<file path="src/rtl/krz_pkg.sv">
// Shared types and defaults for the KRZ GPIO peripherals.
// The event record is what the event FIFO carries, head first on the pop port.
package krz_pkg;

    localparam int N_PINS = 16;
    localparam int PIN_W  = 4;
    localparam int TS_W   = 16;

    typedef struct packed {
        logic [PIN_W-1:0] pin;
        logic             rise;
        logic [TS_W-1:0]  ts;
    } krz_evt_t;

    localparam int EVT_W = $bits(krz_evt_t);

endpackage

</file>
<file path="src/rtl/krz_fifo.sv">
// Synchronous FIFO with wrap-bit pointers; push is ignored when full, pop when empty.
// Handshake: an entry moves when the producer asserts push while not full, or the consumer asserts pop while not empty.
module krz_fifo #(
    parameter int WIDTH = 8,
    parameter int DEPTH = 8
) (
    input  logic                   clk,
    input  logic                   rst,
    input  logic                   push,
    input  logic [WIDTH-1:0]       push_data,
    input  logic                   pop,
    output logic [WIDTH-1:0]       pop_data,
    output logic                   full,
    output logic                   empty,
    output logic [$clog2(DEPTH):0] count
);

    localparam int AW = $clog2(DEPTH);

    logic [AW:0]      r_wr_ptr;
    logic [AW:0]      r_rd_ptr;
    logic [WIDTH-1:0] r_mem [DEPTH];

    logic w_do_push;
    logic w_do_pop;

    assign empty     = (r_wr_ptr == r_rd_ptr);
    assign full      = (r_wr_ptr[AW] != r_rd_ptr[AW]) &&
                       (r_wr_ptr[AW-1:0] == r_rd_ptr[AW-1:0]);
    assign w_do_push = push && !full;
    assign w_do_pop  = pop && !empty;
    assign count     = r_wr_ptr - r_rd_ptr;
    // Head reads as zero while empty so the outputs are clean straight out of reset.
    assign pop_data  = empty ? '0 : r_mem[r_rd_ptr[AW-1:0]];

    always_ff @(posedge clk) begin
        if (rst) begin
            r_wr_ptr <= '0;
            r_rd_ptr <= '0;
        end else begin
            if (w_do_push) r_wr_ptr <= r_wr_ptr + 1'b1;
            if (w_do_pop)  r_rd_ptr <= r_rd_ptr + 1'b1;
        end
    end

    always_ff @(posedge clk) begin
        if (w_do_push) r_mem[r_wr_ptr[AW-1:0]] <= push_data;
    end

endmodule

</file>
<file path="src/rtl/krz_gpio_event.sv">
// Per-pin edge capture into single-entry pending slots, drained lowest-pin-first into the event FIFO.
// Pop handshake: the head entry leaves at the edge where evt_valid && evt_ready.
module krz_gpio_event
    import krz_pkg::*;
#(
    parameter int DEPTH = 8
) (
    input  logic                   clk,
    input  logic                   rst,
    input  logic [N_PINS-1:0]      gpio_read,
    input  logic [N_PINS-1:0]      rise_en,
    input  logic [N_PINS-1:0]      fall_en,
    output logic                   evt_valid,
    input  logic                   evt_ready,
    output logic [PIN_W-1:0]       evt_pin,
    output logic                   evt_rise,
    output logic [TS_W-1:0]        evt_ts,
    output logic [$clog2(DEPTH):0] evt_count,
    output logic                   irq,
    output logic                   ovf,
    input  logic                   ovf_clr
);

    logic [TS_W-1:0]   r_ts;
    logic [N_PINS-1:0] r_prev;
    logic              r_primed;
    logic [N_PINS-1:0] r_slot_vld;
    logic [N_PINS-1:0] r_slot_rise;
    logic [TS_W-1:0]   r_slot_ts [N_PINS];
    logic              r_ovf;

    logic [N_PINS-1:0] w_rise;
    logic [N_PINS-1:0] w_fall;
    logic [N_PINS-1:0] w_edge;
    logic [N_PINS-1:0] w_grant;
    logic [N_PINS-1:0] w_drop;
    logic [PIN_W-1:0]  w_sel;
    logic              w_sel_vld;
    logic              w_push;
    logic              w_full;
    logic              w_empty;
    krz_evt_t          w_push_evt;
    krz_evt_t          w_head_evt;

    // No edges until prev holds a real sample, so reset never fakes a transition.
    assign w_rise = r_primed ? (gpio_read & ~r_prev & rise_en) : '0;
    assign w_fall = r_primed ? (~gpio_read & r_prev & fall_en) : '0;
    assign w_edge = w_rise | w_fall;

    always_comb begin
        w_sel     = '0;
        w_sel_vld = 1'b0;
        for (int i = N_PINS - 1; i >= 0; i--) begin
            if (r_slot_vld[i]) begin
                w_sel     = PIN_W'(i);
                w_sel_vld = 1'b1;
            end
        end
    end

    assign w_push = w_sel_vld && !w_full;

    always_comb begin
        w_grant = '0;
        if (w_push) w_grant[w_sel] = 1'b1;
    end

    // A slot being drained this cycle can take a new edge; any other occupied slot loses it.
    assign w_drop = w_edge & r_slot_vld & ~w_grant;

    always_comb begin
        w_push_evt.pin  = w_sel;
        w_push_evt.rise = r_slot_rise[w_sel];
        w_push_evt.ts   = r_slot_ts[w_sel];
    end

    always_ff @(posedge clk) begin
        if (rst) begin
            r_ts        <= '0;
            r_prev      <= '0;
            r_primed    <= 1'b0;
            r_slot_vld  <= '0;
            r_slot_rise <= '0;
            r_ovf       <= 1'b0;
            for (int i = 0; i < N_PINS; i++) r_slot_ts[i] <= '0;
        end else begin
            r_ts     <= r_ts + 1'b1;
            r_prev   <= gpio_read;
            r_primed <= 1'b1;
            for (int i = 0; i < N_PINS; i++) begin
                if (w_edge[i] && !w_drop[i]) begin
                    r_slot_vld[i]  <= 1'b1;
                    r_slot_rise[i] <= w_rise[i];
                    r_slot_ts[i]   <= r_ts;
                end else if (w_grant[i]) begin
                    r_slot_vld[i]  <= 1'b0;
                end
            end
            if (|w_drop)      r_ovf <= 1'b1;
            else if (ovf_clr) r_ovf <= 1'b0;
        end
    end

    krz_fifo #(
        .WIDTH (EVT_W),
        .DEPTH (DEPTH)
    ) u_fifo (
        .clk       (clk),
        .rst       (rst),
        .push      (w_push),
        .push_data (w_push_evt),
        .pop       (evt_ready),
        .pop_data  (w_head_evt),
        .full      (w_full),
        .empty     (w_empty),
        .count     (evt_count)
    );

    assign evt_valid = !w_empty;
    assign irq       = !w_empty;
    assign evt_pin   = w_head_evt.pin;
    assign evt_rise  = w_head_evt.rise;
    assign evt_ts    = w_head_evt.ts;
    assign ovf       = r_ovf;

endmodule

</file>
<file path="config.mk">
export PLATFORM = sky130hd
export DESIGN_NAME = krz_gpio_event
export DESIGN_NICKNAME = d
export VERILOG_FILES = /design/src/rtl/krz_pkg.sv /design/src/rtl/krz_fifo.sv /design/src/rtl/krz_gpio_event.sv
export SDC_FILE = /design/constraint.sdc
export NUM_CORES = 1
export LEC_CHECK = 0
export BUFFER_PORTS_ARGS = -buffer_cell sky130_fd_sc_hd__buf_2
export CAP_MARGIN = 20
export CORE_MARGIN = 3
export CORE_UTILIZATION = 44
export DETAILED_ROUTE_END_ITERATION = 7
export PLACE_DENSITY = 0.69
export SETUP_SLACK_MARGIN = 0.5
export SYNTH_ARGS = -nofsm -noshare
export SYNTH_HDL_FRONTEND = slang
export SYNTH_SLANG_ARGS = --single-unit
</file>
<file path="constraint.sdc">
create_clock -name clk -period 4.3 [get_ports clk]
set_input_delay 0.645 -clock clk [delete_from_list [all_inputs] [get_ports clk]]
set_output_delay 0.645 -clock clk [all_outputs]
set_load 0.005 [all_outputs]
</file>
==> results.ini <==
[logic_synthesis]
yosysSeqAreaShare_pct = 66.6
ys.flop_type = edfxtp_1
avgSynthCellArea_sq_um = 12.9
syn_nets = 1717
yosysWarnings = 0
synth_cells = 1658
ys_ff_latch = 501
syn-cell-area_sq_um = 21400
synth_edf_count = 424
yosys.area.top_type = edfxtp_1
yosysTopAreaCellShare_pct = 59.4
synth.most_common_cell = edfxtp_1
ys_types = 75
synth_common_cells = edfxtp_1 (424), nor2_1 (248), nand2_1 (188), dfxtp_1 (77), clkbuf_1 (72)
async_flop_share_pct = 0
synth_area_leaders = edfxtp_1 (59%), dfxtp_1 (7.2%), mux4_2 (4.4%), nor2_1 (4.3%), nand2_1 (3.3%)

[finish]
drive_gt1_share_pct = 16.9
nFillCells = 4025
seq_area_sq_um = 14300
multi_input_comb_area_sq_um = 6480
fin_nets = 1784
area_growth_pct = 12.8
diodes = 0

[cts]
clk_pin_slew_worst_paths_ns = 0.06
worst_skew_pair.late_latency_ns = 0.59
cts_sinks = 501
postCtsHoldBufs = 0
htree_levels = 2
post_cts_resized = 0
cts_buffer_depth = 3
cts_tree = done
cts_made_buffers = 51
root_buffer = clkbuf_16
cts_setup_buffers = 0

[min_path]
min_path_type = input pin to flip-flop
hp-start = gpio_read[9]
hold_depth = 2
hold-path-endpoint = r_prev[9]

[power]
switching_share_pct = 29.5
leakage_nw = 8.64
p_switching_mw = 4.00
p_comb_share_pct = 23.1
p_int_mw = 9.57
irDropWorstVdd_uv = 339
power.total_mw = 13.6
power_frac_seq_pct = 45.4
powerDensity_nw_per_um2 = 562
pwr-share-clk_pct = 31.5

[die]
io_pins = 80
dieArea_sq_um = 51400
die_h_um = 227
rows = 80
die_w_um = 227
core_area_sq_um = 47900
start_util_pct = 44.7

[sta]
worst_pin_slew_ns = 1.05
hold_viol = 0
fin_skew_ns = 0.0226
tns_ns = 0
relSlewSlack_pct = 29.7
setup_viol = 0
fmax_ghz = 0.292
min_period_over_period_pct = 79.7
min_period_ns = 3.43
rsz0062_at_grt = false
finalMaxSlewViolations = 0

[placed_design]
port_buffers = 79
routabilityCongestion = 0.920
dp_hpwl_mm = 34.5

[grt]
grt_pass1_wl_mm = 84.7
antenna_found_initial = 0
first_global_vias = 14200
grt_max_degree = 89
grt_util_all_layers_pct = 21.7
gr-total-overflow = 0

[worst_setup_path]
cp-end-kind = primary output
worstPathArrival_ns = 2.78
critical_path.max_fanout = 20
cp-start-kind = flip-flop
r2r_start = r_slot_vld[10]
r2r-end = r_slot_ts[15][10]
critPathRequiredTime_ns = 3.65
critPathKind = flip-flop to primary output
reg2reg_depth = 7
r2r_setup_slack_ns = 0.89

[run_status]
outcome = finished clean

[drt]
routed_via_density = 5.97
vias = 14200
drtIter0Drc = 1605
wl_per_cell_um = 23.5
dr.pass1.iters = 5
drc_errors = 0
wirelength_mm = 55.9
postRouteAntennaNets = 0

[flow_run]
drv_cap = 0

[worst max-delay path, stage by stage, from the launching register on]
cell,delay [ns]
dfxtp_2,0.81
buf_4,0.42
mux4_2,0.58
mux2i_1,0.16
nor2_1,0.08
buf_2,0.14
[sequential cells by signal (all words and copies together), names as in the netlist, named ones only]
| signal | cells |
|---|---|
| ovf | 1 |
| r_prev | 16 |
| r_primed | 1 |
| r_slot_rise | 16 |
| r_slot_ts | 256 |
| r_slot_vld | 16 |
| r_ts | 16 |
| u_fifo.r_mem | 168 |
| u_fifo.r_rd_ptr | 4 |
| u_fifo.r_wr_ptr | 4 |
[power groups by stage]
stage | logic, mW | clock network [mW] | registers (mW)
floorplan | 2.05 | 0 | 6.15
global placement | 3.03 | 0 | 6.27
detailed placement | 3.08 | 0 | 6.30
CTS | 3.10 | 4.32 | 6.20
global route | 3.38 | 4.52 | 6.21
finish | 3.14 | 4.27 | 6.17
[cells by family (layout without fill, tap and decap cells)]
logic type	after synthesis	after routing	synth area share, %
fa+ha+maj	7	7	0.444
mux	64	64	5.44
flops	501	501	66.6
buf+inv	170	277	3.38
simple gates	639	639	13.8
xor+xnor	20	20	0.818
compound gates	257	257	9.50
[cell type report]
type | count | area share [%]
Tap cell | 615 | 3.18
Sequential cell | 501 | 59.1
Clock buffer | 69 | 5.79
Timing Repair Buffer | 138 | 3.57
Inverter | 46 | 0.714
Clock inverter | 24 | 0.859
Multi-Input combinational cell | 987 | 26.8
[per-layer routing]
metal  vias to the layer above  global-route usage [%]  part of all wire, %
met4                         0                    7.41                  3.4
met2                       699                    35.6                   47
met5                         -                       0                    0
met1                      7037                    29.0                   40
met3                       142                    4.60                  9.1
li1                       6336                       -                    -
[placed cells by master (no fill, tap or decap), drive strengths merged, types with 8 or more instances in the layout]
cell | synthesis | final
inv | 46 | 46
a211oi | 71 | 71
nand2b | 11 | 11
a311oi | 32 | 32
o32ai | 12 | 12
edfxtp | 424 | 424
mux4 | 42 | 42
and3 | 71 | 71
a32oi | 10 | 10
and3b | 12 | 12
o21a | 9 | 9
buf | 52 | 138
xnor2 | 8 | 8
xor2 | 12 | 12
or4 | 8 | 8
a311o | 10 | 10
clkbuf | 72 | 69
clkinv | 0 | 21
nor2b | 19 | 19
o21ai | 30 | 30
a31o | 13 | 13
nor2 | 248 | 248
dfxtp | 77 | 77
nand3 | 48 | 48
a21oi | 25 | 25
mux2i | 22 | 22
nand2 | 189 | 189
[how the worst max path moves through the flow]
| stage | from | end | slack, ns | cells past startpoint |
|---|---|---|---|---|
| final | flip-flop | evt_rise | 0.87 | 5 |
| after global routing | flip-flop | evt_rise | 0.64 | 5 |
| after global placement | r_slot_vld[10] | r_slot_ts[15][6] | 1.03 | 7 |
| after CTS | flip-flop | evt_rise | 0.76 | 5 |
| after detailed placement | r_slot_vld[9] | u_fifo.r_mem[4][13] | 0.99 | 7 |
| after floorplan | u_fifo.r_wr_ptr[0] | u_fifo.r_mem[1][0] | 0.22 | 8 |
[through the flow]
stage               cell area [sq um]  hold WS, ns  util (%)  std cells  setup slack [ns]
floorplan                       21400        0.426         -       1658             0.222
global placement                22500        0.440      47.0       2286              1.03
detailed placement              22500        0.478      47.0       2286             0.986
CTS                             24100        0.285      50.4       2379             0.763
global route                    24200        0.296      50.4       2380             0.637
finish                          24200        0.302      50.4       2380             0.874
No activity file was read; power rests on OpenSTA's default activity.
